## src/rtl/falling_object_mover_pkg.sv

```systemverilog
// Shared definitions for the falling/horizontal object movers: state encoding,
// fixed-point format and screen bounds.
package falling_object_mover_pkg;

  typedef enum logic [1:0] {
    PARKED  = 2'd0,
    FALLING = 2'd1,
    EXITING = 2'd2
  } mover_state_t;

  localparam int FIXED_POINT_SHIFT = 6;
  localparam int Y_WIDTH           = 11;
  localparam int ACC_WIDTH         = Y_WIDTH + FIXED_POINT_SHIFT;
  localparam int SPEED_WIDTH       = 32;
  localparam int INITIAL_Y         = -64;
  localparam int BOTTOM_Y          = 479;
  localparam int RIGHT_X           = 639;

  function automatic logic signed [ACC_WIDTH-1:0] to_fixed(input int pixels);
    return ACC_WIDTH'(pixels * (1 << FIXED_POINT_SHIFT));
  endfunction

  // Park row and one-past-bottom row, both in accumulator format.
  localparam logic signed [ACC_WIDTH-1:0] ACC_PARK  = to_fixed(INITIAL_Y);
  localparam logic signed [ACC_WIDTH-1:0] ACC_FLOOR = to_fixed(BOTTOM_Y + 1);
  localparam logic signed [Y_WIDTH-1:0]   Y_LAST    = Y_WIDTH'(BOTTOM_Y);

endpackage

```

## src/rtl/falling_object_mover_accumulator.sv

```systemverilog
// Signed fixed-point accumulator with load, enable and clamp to [min,max];
// the add is done one bit wider than the addend so it can never wrap.
module fp_sat_accumulator #(
  parameter int                        WIDTH       = 17,
  parameter int                        ADD_WIDTH   = 32,
  parameter logic signed [WIDTH-1:0]   RESET_VALUE = '0
) (
  input  logic                          clk,
  input  logic                          reset,
  input  logic                          load,
  input  logic signed [WIDTH-1:0]       load_value,
  input  logic                          enable,
  input  logic signed [ADD_WIDTH-1:0]   addend,
  input  logic signed [WIDTH-1:0]       min_value,
  input  logic signed [WIDTH-1:0]       max_value,
  output logic signed [WIDTH-1:0]       value
);

  localparam int SUM_WIDTH = ADD_WIDTH + 1;

  logic signed [SUM_WIDTH-1:0] value_ext;
  logic signed [SUM_WIDTH-1:0] addend_ext;
  logic signed [SUM_WIDTH-1:0] min_ext;
  logic signed [SUM_WIDTH-1:0] max_ext;
  logic signed [SUM_WIDTH-1:0] sum;
  logic signed [WIDTH-1:0]     clamped;

  // Widen all operands, add, then clamp back into the accumulator range.
  always_comb begin
    value_ext  = {{(SUM_WIDTH-WIDTH){value[WIDTH-1]}}, value};
    addend_ext = {addend[ADD_WIDTH-1], addend};
    min_ext    = {{(SUM_WIDTH-WIDTH){min_value[WIDTH-1]}}, min_value};
    max_ext    = {{(SUM_WIDTH-WIDTH){max_value[WIDTH-1]}}, max_value};
    sum        = value_ext + addend_ext;
    if (sum < min_ext) begin
      clamped = min_value;
    end else if (sum > max_ext) begin
      clamped = max_value;
    end else begin
      clamped = sum[WIDTH-1:0];
    end
  end

  // Accumulator register: reset, then load, then clamped add.
  always_ff @(posedge clk) begin
    if (reset) begin
      value <= RESET_VALUE;
    end else if (load) begin
      value <= load_value;
    end else if (enable) begin
      value <= clamped;
    end else begin
      value <= value;
    end
  end

endmodule

```

## src/rtl/falling_object_mover.sv

```systemverilog
// Vertical position engine for one falling object; integrates Y once per frame
// and emits a single retire pulse on screen exit or collision.
module falling_object_mover
  import falling_object_mover_pkg::*;
(
  input  logic                          clk,
  input  logic                          reset,
  input  logic                          startOfFrame,
  input  logic                          loadX,
  input  logic signed [Y_WIDTH-1:0]     xIn,
  input  logic                          visible,
  input  logic signed [SPEED_WIDTH-1:0] speed,
  input  logic                          freeze,
  input  logic                          collision,
  output logic signed [Y_WIDTH-1:0]     topLeftX,
  output logic signed [Y_WIDTH-1:0]     topLeftY,
  output logic                          exceed,
  output logic                          active
);

  mover_state_t                  state;
  logic signed [ACC_WIDTH-1:0]   acc;
  logic                          exit_now;
  logic                          retire;
  logic                          acc_load;
  logic                          acc_enable;

  assign topLeftY = acc[ACC_WIDTH-1:FIXED_POINT_SHIFT];

  // Exit uses the registered position, so exceed trails the crossing frame by one cycle.
  always_comb begin
    exit_now   = (state == FALLING) && (topLeftY > Y_LAST);
    retire     = (state == FALLING) && (exit_now || collision);
    acc_load   = (state == PARKED) || ((state == EXITING) && !visible);
    acc_enable = (state == FALLING) && startOfFrame && !freeze && !retire;
  end

  fp_sat_accumulator #(
    .WIDTH       (ACC_WIDTH),
    .ADD_WIDTH   (SPEED_WIDTH),
    .RESET_VALUE (ACC_PARK)
  ) u_acc (
    .clk        (clk),
    .reset      (reset),
    .load       (acc_load),
    .load_value (ACC_PARK),
    .enable     (acc_enable),
    .addend     (speed),
    .min_value  (ACC_PARK),
    .max_value  (ACC_FLOOR),
    .value      (acc)
  );

  // Mover FSM with registered X, exceed and active outputs.
  always_ff @(posedge clk) begin
    if (reset) begin
      state    <= PARKED;
      topLeftX <= '0;
      exceed   <= 1'b0;
      active   <= 1'b0;
    end else begin
      case (state)
        PARKED: begin
          exceed <= 1'b0;
          if (loadX) begin
            topLeftX <= xIn;
          end else begin
            topLeftX <= topLeftX;
          end
          if (visible) begin
            state  <= FALLING;
            active <= 1'b1;
          end else begin
            state  <= PARKED;
            active <= 1'b0;
          end
        end
        FALLING: begin
          // A pending retire outranks a simultaneous visible drop.
          if (retire) begin
            state  <= EXITING;
            exceed <= 1'b1;
            active <= 1'b0;
          end else if (!visible) begin
            state  <= PARKED;
            exceed <= 1'b0;
            active <= 1'b0;
          end else begin
            state  <= FALLING;
            exceed <= 1'b0;
            active <= 1'b1;
          end
        end
        EXITING: begin
          exceed <= 1'b0;
          active <= 1'b0;
          if (!visible) begin
            state <= PARKED;
          end else begin
            state <= EXITING;
          end
        end
        default: begin
          state  <= PARKED;
          exceed <= 1'b0;
          active <= 1'b0;
        end
      endcase
    end
  end

endmodule

```

## config.mk

```make
export PLATFORM = sky130hd
export DESIGN_NAME = falling_object_mover
export DESIGN_NICKNAME = d
export VERILOG_FILES = /design/src/rtl/falling_object_mover_pkg.sv /design/src/rtl/falling_object_mover_accumulator.sv /design/src/rtl/falling_object_mover.sv
export SDC_FILE = /design/constraint.sdc
export NUM_CORES = 1
export LEC_CHECK = 0
export CAP_MARGIN = 15
export CELL_PAD_IN_SITES_DETAIL_PLACEMENT = 1
export CELL_PAD_IN_SITES_GLOBAL_PLACEMENT = 1
export CORE_MARGIN = 2
export CORE_UTILIZATION = 37
export CTS_CLUSTER_DIAMETER = 60
export CTS_CLUSTER_SIZE = 24
export DETAILED_ROUTE_END_ITERATION = 8
export PLACE_DENSITY_LB_ADDON = 0.08
export SYNTH_ARGS = -nofsm -noshare
export SYNTH_HDL_FRONTEND = slang
export SYNTH_SLANG_ARGS = --single-unit
export TNS_END_PERCENT = 30
```

## constraint.sdc

```tcl
create_clock -name clk -period 4.9 [get_ports clk]
set_input_delay 1.225 -clock clk [delete_from_list [all_inputs] [get_ports clk]]
set_output_delay 1.225 -clock clk [all_outputs]
set_load 0.1 [all_outputs]
```

; Word-level counts from Yosys, hierarchy flattened
; Index checks and enable logic that the tools add are counted.
[word_totals]
inputBits = 50
out_inout_bits = 24
regBits = 32
wordCells = 37
[op_classes]
n_bitwise = 1
magnitude_cmp = 3
mux = 10
add_sub_neg = 1
eq_ne = 2
n_reduce_logical = 15
[ops]
columns = cell, count
row1 = 2-to-1 mux 17 bit, 2
row2 = adder 17 x 32 -> 33 bit, 1
row3 = "greater-than comparator 33 x 16 -> 1 bit, second input constant", 1
row4 = "< comparator 33 x 13 -> 1 bit, second input constant", 1
row5 = "greater-than comparator 11 x 10 -> 1 bit, second input constant", 1
row6 = logical AND 1 bit, 6
row7 = case mux 2 bit (3 select lines), 1
row8 = 2-to-1 mux 1 bit, 4
row9 = 2-to-1 mux 2 bit, 2
row10 = OR reduction 2 bit, 2
row11 = zero test 1 bit, 3
row12 = "== test 2 x 1 -> 1 bit, second input constant", 1
row13 = "== test 2 bit, second input constant", 1
row14 = zero test 2 bit, 1
row15 = logical OR 1 bit, 2
row16 = case mux 1 bit (2 select lines), 1
row17 = AND reduction 2 bit, 1
row18 = NOT 1 bit, 1

; Logic depth before layout (Yosys ltp)
[logic_depth]
word_depth = 6
ltp_mapped = 14
ltp_nobuf = 13

; Modules after synthesis
; A second synthesis with hierarchy kept.
[unflattened]
cells_unflattened = 592
area_unflattened_um2 = 4697.0
[modules_own_cells]
columns = module, area_per_inst_um2, cells_each, seq_area_each_um2, instances
row1 = fp_sat_accumulator, 4124.0, 535, 340.3, 1
row2 = falling_object_mover, 573.0, 57, 300.3, 1

; Least setup slack after synthesis
; No wires, ideal clock.
[synth_path]
path_kind = input port to flip-flop
startpoint = input speed[0]
endpoint = register u_acc.value[1]
n_path_buf = 1
arrival_ps = 4124
setup_ps = 73
path_slack_ps = 702
required_time_ps = 4827
path_stages = 14
path_cell_list = ha_1 -> inv_1 -> fa_1 -> nand2b_1 -> a211oi_2 -> nor2_2 -> xnor2_1 -> a2111o_1 -> o41a_1 -> a2111oi_2 -> and4_1 -> a22oi_2 -> buf_6 -> o22ai_2
[synth_between]
elab_chain_len = 4
[synth_rtl]
columns = item, line
row1 = from (decl), falling_object_mover.sv:12  ; input logic signed [SPEED_WIDTH-1:0] speed,
row2 = adder 17 x 32 -> 33 bit (*), falling_object_mover_accumulator.sv:34  ; sum = value_ext + addend_ext;
row3 = greater-than comparator 33 x 16 -> 1 bit, falling_object_mover_accumulator.sv:37  ; end else if (sum > max_ext) begin
row4 = 2-to-1 mux 17 bit, falling_object_mover_accumulator.sv:37
row5 = 2-to-1 mux 17 bit (*), falling_object_mover_accumulator.sv:35  ; if (sum < min_ext) begin
row6 = to (signal assigned), falling_object_mover_accumulator.sv:49  ; value <= load_value;
row7 = to (signal assigned), falling_object_mover_accumulator.sv:51  ; value <= clamped;
row8 = to (signal assigned), falling_object_mover_accumulator.sv:53  ; value <= value;
row9 = to (decl), falling_object_mover_accumulator.sv:16  ; output logic signed [WIDTH-1:0] value
; Every way passes the cells marked *; elsewhere a longest branch is shown, timed or not.
; A chain may end at the register's enable or synchronous reset.

; Final worst setup path
[layout_path]
startpoint = input speed[0]
endpoint = register u_acc.value[2]
; Same word-level chain as after synthesis.

==> key figures <==
Outcome
  • Outcome: finished clean

Power and ir drop
  • Psw: between 0.2 and 0.3 mW
  • Sw Share: between 30% and 40%
  • Logic pwr share: approximately 37%
  • Reg power frac: roughly a third
  • Power share of the clock group: 30.8%
  • P_int: roughly 0.54 mW
  • Power, Total: 0.8329 mW
  • PwrDens: 186.2 nW/µm²
  • Leakage: roughly 1.8 nW
  • IR drop worst, VDD: 0.0001013 V

Die
  • Cell Rows: 34
  • CORE AREA: slightly below 9000 µm²
  • Ports: between 70 and 80
  • Initial core utilization: between 30% and 40%
  • Chip height: roughly 100 µm
  • DIE WIDTH: between 90 and 100 µm
  • DIE AREA: 9960 µm²

Logic synthesis
  • EDFF count, synth: 0
  • Post-Syn Area: around 3400 µm²
  • FFs w/ async S/R, synth: 0%
  • Netlist cell types: 67
  • Ys flop type: dfxtp_1
  • Seq/Total Area, Yosys: roughly a fifth
  • Synth Net Count: 536
  • Synth warn: 0
  • FF+latch count, synth: 32
  • Gate Count Post-Synth: 453
  • Mapped Avg Cell Area: roughly 7.5 µm²

Placed design
  • Global placement routability congestion: a little under 0.9
  • I/O Buffers: 73
  • Post-DP HPWL: approximately 9000 µm

STA
  • Slew headroom: roughly 33%
  • Setup violations, final: 0
  • Pins over their slew limit: 0
  • Fin Setup TNS: 0 ns
  • Final Cycle Share: between 90% and 100%
  • Final hold viol count: 0
  • Peak Freq: between 0.2 and 0.25 GHz
  • Tmin final: 4.708 ns
  • Worst-Margin Slew: roughly 1.0 ns
  • WHS: about 0.46 ns
  • Final Skew: 0.008516 ns

Route
  • Final ANT Viol Nets: 0
  • Via count: between 3k and 4k
  • Starting DRC count in detailed routing: around 120
  • Pre-antenna DRT Iters: 4
  • Post-route DRC: 0
  • Final WL: approximately 11000 µm
  • Via/cell ratio: roughly 5.7
  • Drt wl/cell: 17.10 µm

Setup path
  • Critical Path Sink Type: flop
  • Worst reg2reg endpoint: u_acc.value[2]
  • Reg2Reg Depth: 14
  • Reg2Reg Launch Point: u_acc.value[16]
  • Critical Path Sink: u_acc.value[2]
  • Crit path required time: 5.12 ns
  • Flop2flop setup slack: approximately 0.90 ns
  • Setup CP Type: primary input to flop
  • Worst setup path startpoint: speed[0]
  • WP data arrival: just under 5 ns
  • Crit-path max FO: 9
  • Critical Path Source Type: primary input

Clock tree
  • Htree depth: 2
  • Worst skew pair latency: ~0.29 ns
  • Hold Buf Count CTS: 0
  • CTS tree: built
  • Root Buffer: clkbuf_8
  • Max Root-Sink Buffers: 2
  • # clock sinks: 32
  • CTS buffer count: 5
  • Clk pin slew, worst setup/hold paths: 0.07 ns

Global routing
  • Total gr overflow: 0
  • Vias in the first global route: about 3.7k
  • Pin count of the biggest net entering global routing: 20
  • Initial antenna violation count: 0
  • Gr usage total: 22.17%
  • First-pass GRT wire length: roughly 18000 µm

Run
  • Max_cap viols: 0

Layout
  • Layout Nets: 620
  • Share of cells above drive strength 1: approximately 13%
  • Antenna diodes: 0
  • P&R area growth vs syn: 31.76%

Hold path
  • Hold Crit Class: flop to flop
==> placed cells by master (no fill, tap or decap), types with 8 or more instances in the layout <==
master / instances
o21ai_0: 24
dfxtp_1: 32
nand2_1: 73
a21o_1: 10
a21oi_1: 47
o21ai_2: 9
o211ai_1: 8
xor2_1: 13
clkdlybuf4s50_1: 73
inv_1: 11
ha_1: 32
xnor2_1: 14
nor2_1: 30
nand4_1: 14
nor3_1: 10
buf_4: 32
==> per-stage QoR <==
step	area, µm²	utilization (%)	setup WS (ns)	std cells
detailed placement	4329	49.16	-0.1053	638
CTS	4437	50.38	0.1972	646
global placement	4329	49.16	0.02046	638
global route	4474	50.81	-0.05778	646
floorplan	3396	-	0.7025	453
finish	4474	50.81	0.1924	646
==> flip-flops by register name, indices dropped and copies added, names as in the netlist <==
register / cells
state: 2
exceed: 1
active: 1
u_acc.value: 17
topLeftX: 11
==> timing repair <==
item                       in CTS  in global routing
resized for setup               0                  6
setup endpoints to repair       0                 12
setup buffers                   0                  0
==> layout make-up <==
cell class	count	area, µm²
inverter	11	41.29
fill	1091	4332
multi-input combinational	381	2559
tap	108	135.1
clock inverter	2	35.03
sequential	32	640.6
clock buffer	6	72.57
timing repair buffer	106	991.0
==> kinds of logic after synthesis <==
family	synth area share [%]
buffers and inverters	6.890
adders and majority gates	12.38
and+or+nand+nor	23.91
DFF	18.87
AOI/OAI and AO/OA	29.81
muxes	1.179
xor gates and xnor gates	6.964
==> metal layers <==
layer | routed length [µm] | vias to the layer above | GRT usage, %
met5 | 0 | - | 0
met4 | 230 | 0 | 6.744
met3 | 298 | 18 | 1.811
met2 | 5569 | 62 | 40.33
met1 | 4947 | 1759 | 27.83
li1 | - | 1813 | -
==> worst min path at each step <==
stage	endpoint	start	cells after the start
floorplan	u_acc.value[0]	u_acc.value[0]	2
global placement	topLeftX[0]	topLeftX[0]	2
detailed placement	topLeftX[5]	topLeftX[5]	2
CTS	topLeftX[5]	topLeftX[5]	2
global route	topLeftX[9]	topLeftX[9]	2
finish	topLeftX[5]	topLeftX[5]	2
==> power groups by stage <==
stage	sequential [mW]	combinational (mW)	clock (mW)
floorplan	0.324	0.143	0
global placement	0.278	0.295	0
detailed placement	0.278	0.300	0
CTS	0.272	0.301	0.265
global route	0.273	0.329	0.273
finish	0.272	0.304	0.257
==> worst max-delay path, stage by stage <==
cell and delay, ns:
clkdlybuf4s50_1 0.48, ha_1 0.18, inv_1 0.06, fa_1 0.41
nand2b_4 0.18, a211oi_4 0.32, nor2_4 0.10, xnor2_1 0.14
a2111o_1 0.40, o41a_1 0.36, a2111oi_2 0.35, and4_1 0.27
a22oi_2 0.16, buf_12 0.21, o21ai_2 0.10
==> synthesized netlist by cell type (3+ instances only) <==
cell / instances / area share, %
xnor2_1: 14 / 3.6
and2_1: 5 / 0.92
buf_4: 13 / 2.9
nand3_1: 6 / 0.88
o22a_2: 3 / 0.88
nor2_1: 30 / 3.3
dfxtp_1: 32 / 19
a21boi_0: 3 / 0.66
ha_1: 32 / 12
nor3_1: 10 / 1.5
or3_1: 3 / 0.55
o211ai_1: 8 / 1.8
nor4_1: 5 / 0.92
o21a_1: 6 / 1.3
a21o_1: 10 / 2.2
a31oi_1: 6 / 1.1
o21ai_2: 9 / 2.3
nand2_1: 73 / 8.1
nand2b_1: 5 / 0.92
xor2_1: 13 / 3.4
mux2i_1: 4 / 1.2
inv_1: 11 / 1.2
o21ai_0: 25 / 3.7
a211oi_1: 3 / 0.66
nand4_1: 14 / 2.6
a21oi_1: 47 / 6.9
clkbuf_1: 12 / 1.3
Note: power is estimated with default switching activity, not from simulation.
